===== src/rtl/response_rx_if.sv =====
// Signal bundle between the xmodem sender control FSM (master) and response_rx (slave).
interface response_rx_if;
    logic       get_response;
    logic       rx;
    logic [7:0] data;
    logic       data_valid;
    logic       saw_ack;
    logic       saw_nak;
    logic       saw_c;
    logic       timed_out;
    logic       frame_err;
    logic       busy;

    modport master (
        output get_response, rx,
        input  data, data_valid, saw_ack, saw_nak, saw_c, timed_out, frame_err, busy
    );

    modport slave (
        input  get_response, rx,
        output data, data_valid, saw_ack, saw_nak, saw_c, timed_out, frame_err, busy
    );
endinterface


===== src/rtl/response_rx.sv =====
// response_rx: waits for one response byte (start 0, 8 bits MSB first, stop 1, one bit per clk).
// Optional macro RX_SYNC_EN inserts a two-flop rx synchronizer ahead of the FSM.
module response_rx #(
    parameter int TIMEOUT_CYCLES = 1048576,
    parameter int CNT_W          = 21
) (
    input logic          clk,
    input logic          rst_n,
    response_rx_if.slave bus
);
    localparam logic [1:0] ST_IDLE       = 2'd0;
    localparam logic [1:0] ST_WAIT_START = 2'd1;
    localparam logic [1:0] ST_DATA       = 2'd2;
    localparam logic [1:0] ST_STOP       = 2'd3;

    localparam logic [CNT_W-1:0] TIMER_LAST = CNT_W'(TIMEOUT_CYCLES - 1);
    localparam logic [7:0]       CH_ACK     = 8'h06;
    localparam logic [7:0]       CH_NAK     = 8'h15;
    localparam logic [7:0]       CH_C       = 8'h43;

    logic [1:0]       state;
    logic [CNT_W-1:0] timer;
    logic [2:0]       bit_cnt;
    logic [7:0]       shift_q;
    logic [7:0]       data_q;
    logic             dv_q;
    logic             ack_q;
    logic             nak_q;
    logic             c_q;
    logic             to_q;
    logic             fe_q;
    logic             busy_q;
    logic             rx_s;

`ifdef RX_SYNC_EN
    logic rx_p0;
    logic rx_p1;

    // rx crosses in from another clock domain; idle-high reset avoids a false start bit
    always_ff @(posedge clk or negedge rst_n) begin
        if (!rst_n) begin
            rx_p0 <= 1'b1;
            rx_p1 <= 1'b1;
        end else begin
            rx_p0 <= bus.rx;
            rx_p1 <= rx_p0;
        end
    end

    assign rx_s = rx_p1;
`else
    assign rx_s = bus.rx;
`endif

    always_ff @(posedge clk or negedge rst_n) begin
        if (!rst_n) begin
            state   <= ST_IDLE;
            timer   <= '0;
            bit_cnt <= '0;
            shift_q <= '0;
            data_q  <= '0;
            dv_q    <= 1'b0;
            ack_q   <= 1'b0;
            nak_q   <= 1'b0;
            c_q     <= 1'b0;
            to_q    <= 1'b0;
            fe_q    <= 1'b0;
            busy_q  <= 1'b0;
        end else begin
            dv_q  <= 1'b0;
            ack_q <= 1'b0;
            nak_q <= 1'b0;
            c_q   <= 1'b0;
            to_q  <= 1'b0;
            fe_q  <= 1'b0;
            case (state)
                ST_IDLE: begin
                    if (bus.get_response) begin
                        state  <= ST_WAIT_START;
                        timer  <= '0;
                        busy_q <= 1'b1;
                    end
                end
                ST_WAIT_START: begin
                    // start bit has priority over an expiring timer
                    if (!rx_s) begin
                        state   <= ST_DATA;
                        bit_cnt <= 3'd7;
                    end else if (timer == TIMER_LAST) begin
                        state  <= ST_IDLE;
                        to_q   <= 1'b1;
                        busy_q <= 1'b0;
                    end else begin
                        timer <= timer + 1'b1;
                    end
                end
                ST_DATA: begin
                    shift_q[bit_cnt] <= rx_s;
                    bit_cnt          <= bit_cnt - 1'b1;
                    if (bit_cnt == 3'd0) begin
                        state <= ST_STOP;
                    end
                end
                ST_STOP: begin
                    state  <= ST_IDLE;
                    busy_q <= 1'b0;
                    if (rx_s) begin
                        data_q <= shift_q;
                        dv_q   <= 1'b1;
                        ack_q  <= (shift_q == CH_ACK);
                        nak_q  <= (shift_q == CH_NAK);
                        c_q    <= (shift_q == CH_C);
                    end else begin
                        fe_q <= 1'b1;
                    end
                end
                default: begin
                    state  <= ST_IDLE;
                    busy_q <= 1'b0;
                end
            endcase
        end
    end

    assign bus.data       = data_q;
    assign bus.data_valid = dv_q;
    assign bus.saw_ack    = ack_q;
    assign bus.saw_nak    = nak_q;
    assign bus.saw_c      = c_q;
    assign bus.timed_out  = to_q;
    assign bus.frame_err  = fe_q;
    assign bus.busy       = busy_q;

endmodule


===== src/flat_wrapper.sv =====
// flat-port wrapper written by rule: the top's interface ports become plain ports
module response_rx_flat 
#(
    parameter int TIMEOUT_CYCLES = 1048576,
    parameter int CNT_W          = 21
)
  (clk, rst_n, bus_get_response, bus_rx, bus_data, bus_data_valid, bus_saw_ack, bus_saw_nak, bus_saw_c, bus_timed_out, bus_frame_err, bus_busy);
  response_rx_if bus_i ();
  input logic clk;
  input logic rst_n;
  input wire logic [$bits(bus_i.get_response)-1:0] bus_get_response;
  input wire logic [$bits(bus_i.rx)-1:0] bus_rx;
  output wire logic [$bits(bus_i.data)-1:0] bus_data;
  output wire logic [$bits(bus_i.data_valid)-1:0] bus_data_valid;
  output wire logic [$bits(bus_i.saw_ack)-1:0] bus_saw_ack;
  output wire logic [$bits(bus_i.saw_nak)-1:0] bus_saw_nak;
  output wire logic [$bits(bus_i.saw_c)-1:0] bus_saw_c;
  output wire logic [$bits(bus_i.timed_out)-1:0] bus_timed_out;
  output wire logic [$bits(bus_i.frame_err)-1:0] bus_frame_err;
  output wire logic [$bits(bus_i.busy)-1:0] bus_busy;
  assign bus_i.get_response = bus_get_response;
  assign bus_i.rx = bus_rx;
  assign bus_data = bus_i.data;
  assign bus_data_valid = bus_i.data_valid;
  assign bus_saw_ack = bus_i.saw_ack;
  assign bus_saw_nak = bus_i.saw_nak;
  assign bus_saw_c = bus_i.saw_c;
  assign bus_timed_out = bus_i.timed_out;
  assign bus_frame_err = bus_i.frame_err;
  assign bus_busy = bus_i.busy;
  response_rx #(.TIMEOUT_CYCLES(TIMEOUT_CYCLES), .CNT_W(CNT_W)) u_core (.clk(clk), .rst_n(rst_n), .bus(bus_i));
endmodule

===== config.mk =====
export PLATFORM = sky130hd
export DESIGN_NAME = response_rx_flat
export DESIGN_NICKNAME = d
export VERILOG_FILES = /design/src/rtl/response_rx_if.sv /design/src/rtl/response_rx.sv /design/src/flat_wrapper.sv
export SDC_FILE = /design/constraint.sdc
export NUM_CORES = 1
export LEC_CHECK = 0
export BUFFER_PORTS_ARGS = -buffer_cell sky130_fd_sc_hd__buf_2
export CORE_MARGIN = 5
export CORE_UTILIZATION = 50
export DETAILED_ROUTE_END_ITERATION = 16
export HOLD_SLACK_MARGIN = 0.1
export PLACE_DENSITY = 0.68
export SLEW_MARGIN = 20
export SYNTH_ARGS = -nofsm -noshare
export SYNTH_HDL_FRONTEND = slang
export SYNTH_SLANG_ARGS = --single-unit

===== constraint.sdc =====
create_clock -name clk -period 2.3 [get_ports clk]
set_input_delay 0.46 -clock clk [delete_from_list [all_inputs] [get_ports clk]]
set_output_delay 0.46 -clock clk [all_outputs]
set_load 0.01 [all_outputs]

==> out/qor.yml <==
layout:
  area_growth_pct: 10.4
  layout_commonest_cell: "dfrtp_1"
  ant_diodes: 0
  final_net_count: 257
  layout-drive-gt1-share_pct: 21.1
  filler_cell_count: 401
  commonest_cells_after_routing_fill_and_taps_aside: "49 x dfrtp_1, 31 x o21ai_0, 24 x nand2_1"
synthesis:
  synthesis.area_per_instance_um2: 10.2
  synth.yosys.seq_area_share_pct: 51.6
  ys_dominant_reg_cell: "dfrtp_1"
  yosys_warnings: 0
  yosys.cell_types.count: 39
  number_of_flops_mapped_to_enable_cells_by_yosys: 0
  synth_async_sr_flop_share_pct: 100
  mappedNetlistNets: 239
  yosys_register_bits: 49
  mapped_cells: 232
  mappedNetlistArea_um2: 2380
global_routing:
  via_count_of_the_first_global_routing_pass: 1632
  layer_with_the_highest_usage: "met2"
  met1_usage_pct: 22.0
  grt_first_pass_wirelength_mm: 7.86
  gr-total-overflow: 0
  groute.usage.overall_pct: 15.9
  grt.met2_usage_pct: 24.6
  global_route.usage.met3_pct: 3.97
  grt_start_max_net_pins: 30
  antenna_found_initial: 0
place:
  detailedPlacementHpwl_mm: 3.08
  buffer_ports.inserted: 18
  gp_congestion: 0.821
power:
  power.ir.vdd_worst_mv: 0.363
  clock_power_share_pct: 23.2
  internal_power_mw: 1.74
  seq_power_share_pct: 46.2
  total_power_mw: 2.66
  power.density_cell_area_nw_per_um2: 1010
  netSwitchingFraction_pct: 34.5
  total_leakage_power_nw: 1.17
  total_switching_power_mw: 0.918
  p_comb_share_pct: 30.6
worst_setup_path:
  max_stage_delay_ns: 0.41
  worst_path_max_delay_cell: "nor3_4"
  cp_data_arrival_time_ns: 2.18
  critical_path.max_fanout: 9
  critPathRequiredTime_ns: 2.47
  critPathCaptureType: "register"
  worstSetupStartpointType: "register"
  critPathKind: "reg2reg"
  crit_chain: "ha_1 > nand4_1 > nor3_4 > nand2_1 > nand2b_1 > o21ai_0"
drt:
  vias: 1775
  drc: 0
  initialDrtViolationCount: 77
  route.detailed.vias_per_inst: 5.82
  ant_nets: 0
  drt_pre_antenna_iters: 4
  route.detailed.wl_per_inst_um: 14.6
  wl_mm: 4.45
cts:
  worst_skew_pair.late_latency_ns: 0.30
  cts_num_sinks: 49
  tritoncts_clock_tree: "yes"
  h-tree-depth: 2
  cts-resized-gates: 0
  root_buffer: "clkbuf_8"
  post-cts-setup-buffer-count: 0
  cts.path.max_buffers: 2
  cts.clk_slew.worst_paths_ns: 0.09
  post_cts_hold_buffer_count: 0
  cts_buffers: 5
sta:
  totalNegativeSetupSlack_ns: 0
  max_freq_mhz: 496
  hold_ws_ns: 0.115
  worst_slew_margin_rel_pct: 60.8
  fin_worst_skew_ns: 0.00627
  timing_max_transition_violations_final: 0
  timing.final.crit_period_ns: 2.02
  final-setup-viol-count: 0
  grt_setup_unrepaired: "no"
  final-hold-violation-count: 0
  worst_slew_pin_slew_ns: 0.588
  timing.final.crit_share_pct: 87.7
floorplanning:
  io_pins: 19
  fp.coreArea_um2: 4660
  design.die.area_um2: 6230
  initial_core_utilization_pct: 51.0
  dieHeight_um: 79.0
  core.rowCount: 25
  die_x_um: 79.0
status:
  run_status: "finished clean"
worst_hold_path:
  hold_path_class: "in2async"
flow_run:
  cap_viol_max_count: 0
cells in the mapped netlist, drive strengths merged (6+ instances only):
library cell / number / area share (%)
nor2: 15 / 2.4
nand3: 13 / 2.9
nand4: 8 / 2.7
mux2: 14 / 6.6
nor4: 8 / 3.3
o21ai: 33 / 6.9
buf: 6 / 2.1
nand2: 24 / 3.8
o31ai: 7 / 2.2
nor3: 8 / 2.2
inv: 9 / 1.4
dfrtp: 49 / 52
power by group through the flow:
stage	registers (mW)	clock network, mW	logic (mW)
floorplan	1.24	0	0.610
global placement	1.24	0	0.803
detailed placement	1.25	0	0.815
CTS	1.23	0.629	0.821
global route	1.26	0.677	0.907
finish	1.23	0.618	0.814
path summary, 6_finish.rpt:
check / end / slack [ns] / from / cells after the start
max in group asynchronous: u_core.bus.data_valid$_DFF_PN0_ / 1.67 / rst_n / 2
min in group clk: u_core.bus.data[4]$_DFFE_PN0P_ / 0.48 / u_core.bus.data[4]$_DFFE_PN0P_ / 2
worst min-delay path: u_core.timer[9]$_DFFE_PN0P_ / 0.12 / rst_n / 1
worst max-delay path: u_core.state[0]$_DFFE_PN0P_ / 0.28 / u_core.timer[0]$_DFFE_PN0P_ / 6
worst max register to register: u_core.state[0]$_DFFE_PN0P_ / 0.28 / u_core.timer[0]$_DFFE_PN0P_ / 6
worst min register to register: u_core.bus.data[4]$_DFFE_PN0P_ / 0.48 / u_core.bus.data[4]$_DFFE_PN0P_ / 2
state kept, by name, summed over array words and instances, names as in the netlist, named ones only:
register               flops
u_core.state               1
u_core.timer              21
u_core.bus.data            8
u_core.bus.frame_err       1
u_core.bus.busy            1
u_core.bus.saw_c           1
u_core.bus.saw_ack         1
u_core.shift_q             8
u_core.bus.data_valid      1
u_core.bit_cnt             3
u_core.bus.timed_out       1
u_core.bus.saw_nak         1
area by class of cell:
type	count	area (um2)	share of cell area (%)
clock inverters	3	46.3	1.76
multi-input cells	163	1050	40.0
inverters	9	33.8	1.29
flip-flops and latches	49	1230	46.7
well taps	54	67.6	2.57
repair buffers	22	133	5.05
clock buffers	5	68.8	2.62
worst max-delay path, delay by kind of cell (launching register included):
| family | cells | cell delay [ns] |
|---|---|---|
| AND/OR/NAND/NOR | 4 | 1.13 |
| AO/OA/AOI/OAI | 1 | 0.15 |
| flip-flops | 1 | 0.39 |
| adder cells (fa/ha/maj) | 1 | 0.22 |
stage by stage:
| step | worst slack [ns] | cell area (um2) | std cells | util [%] |
|---|---|---|---|---|
| global placement | 0.367 | 2510 | 297 | 53.9 |
| detailed placement | 0.303 | 2510 | 297 | 53.9 |
| finish | 0.283 | 2630 | 305 | 56.3 |
| floorplan | 0.560 | 2380 | 232 | - |
| global route | 0.134 | 2630 | 305 | 56.3 |
| CTS | 0.287 | 2630 | 305 | 56.3 |
per-layer routing:
layer	routed length, um	part of all wire (%)
met5	0	0
met4	29	0.65
met3	126	2.8
met2	2030	46
met1	2260	51
cell families (layout without fill, tap and decap cells):
| group | Yosys count | count (layout) | share of synthesized area (%) |
|---|---|---|---|
| DFF | 49 | 49 | 51.6 |
| AOI/OAI and AO/OA | 61 | 61 | 16.2 |
| muxes | 15 | 15 | 7.05 |
| buffers and inverters | 20 | 39 | 4.26 |
| adders and majority gates | 3 | 3 | 1.58 |
| and+or+nand+nor | 84 | 84 | 19.4 |
Power figures use the tool's default switching activity.
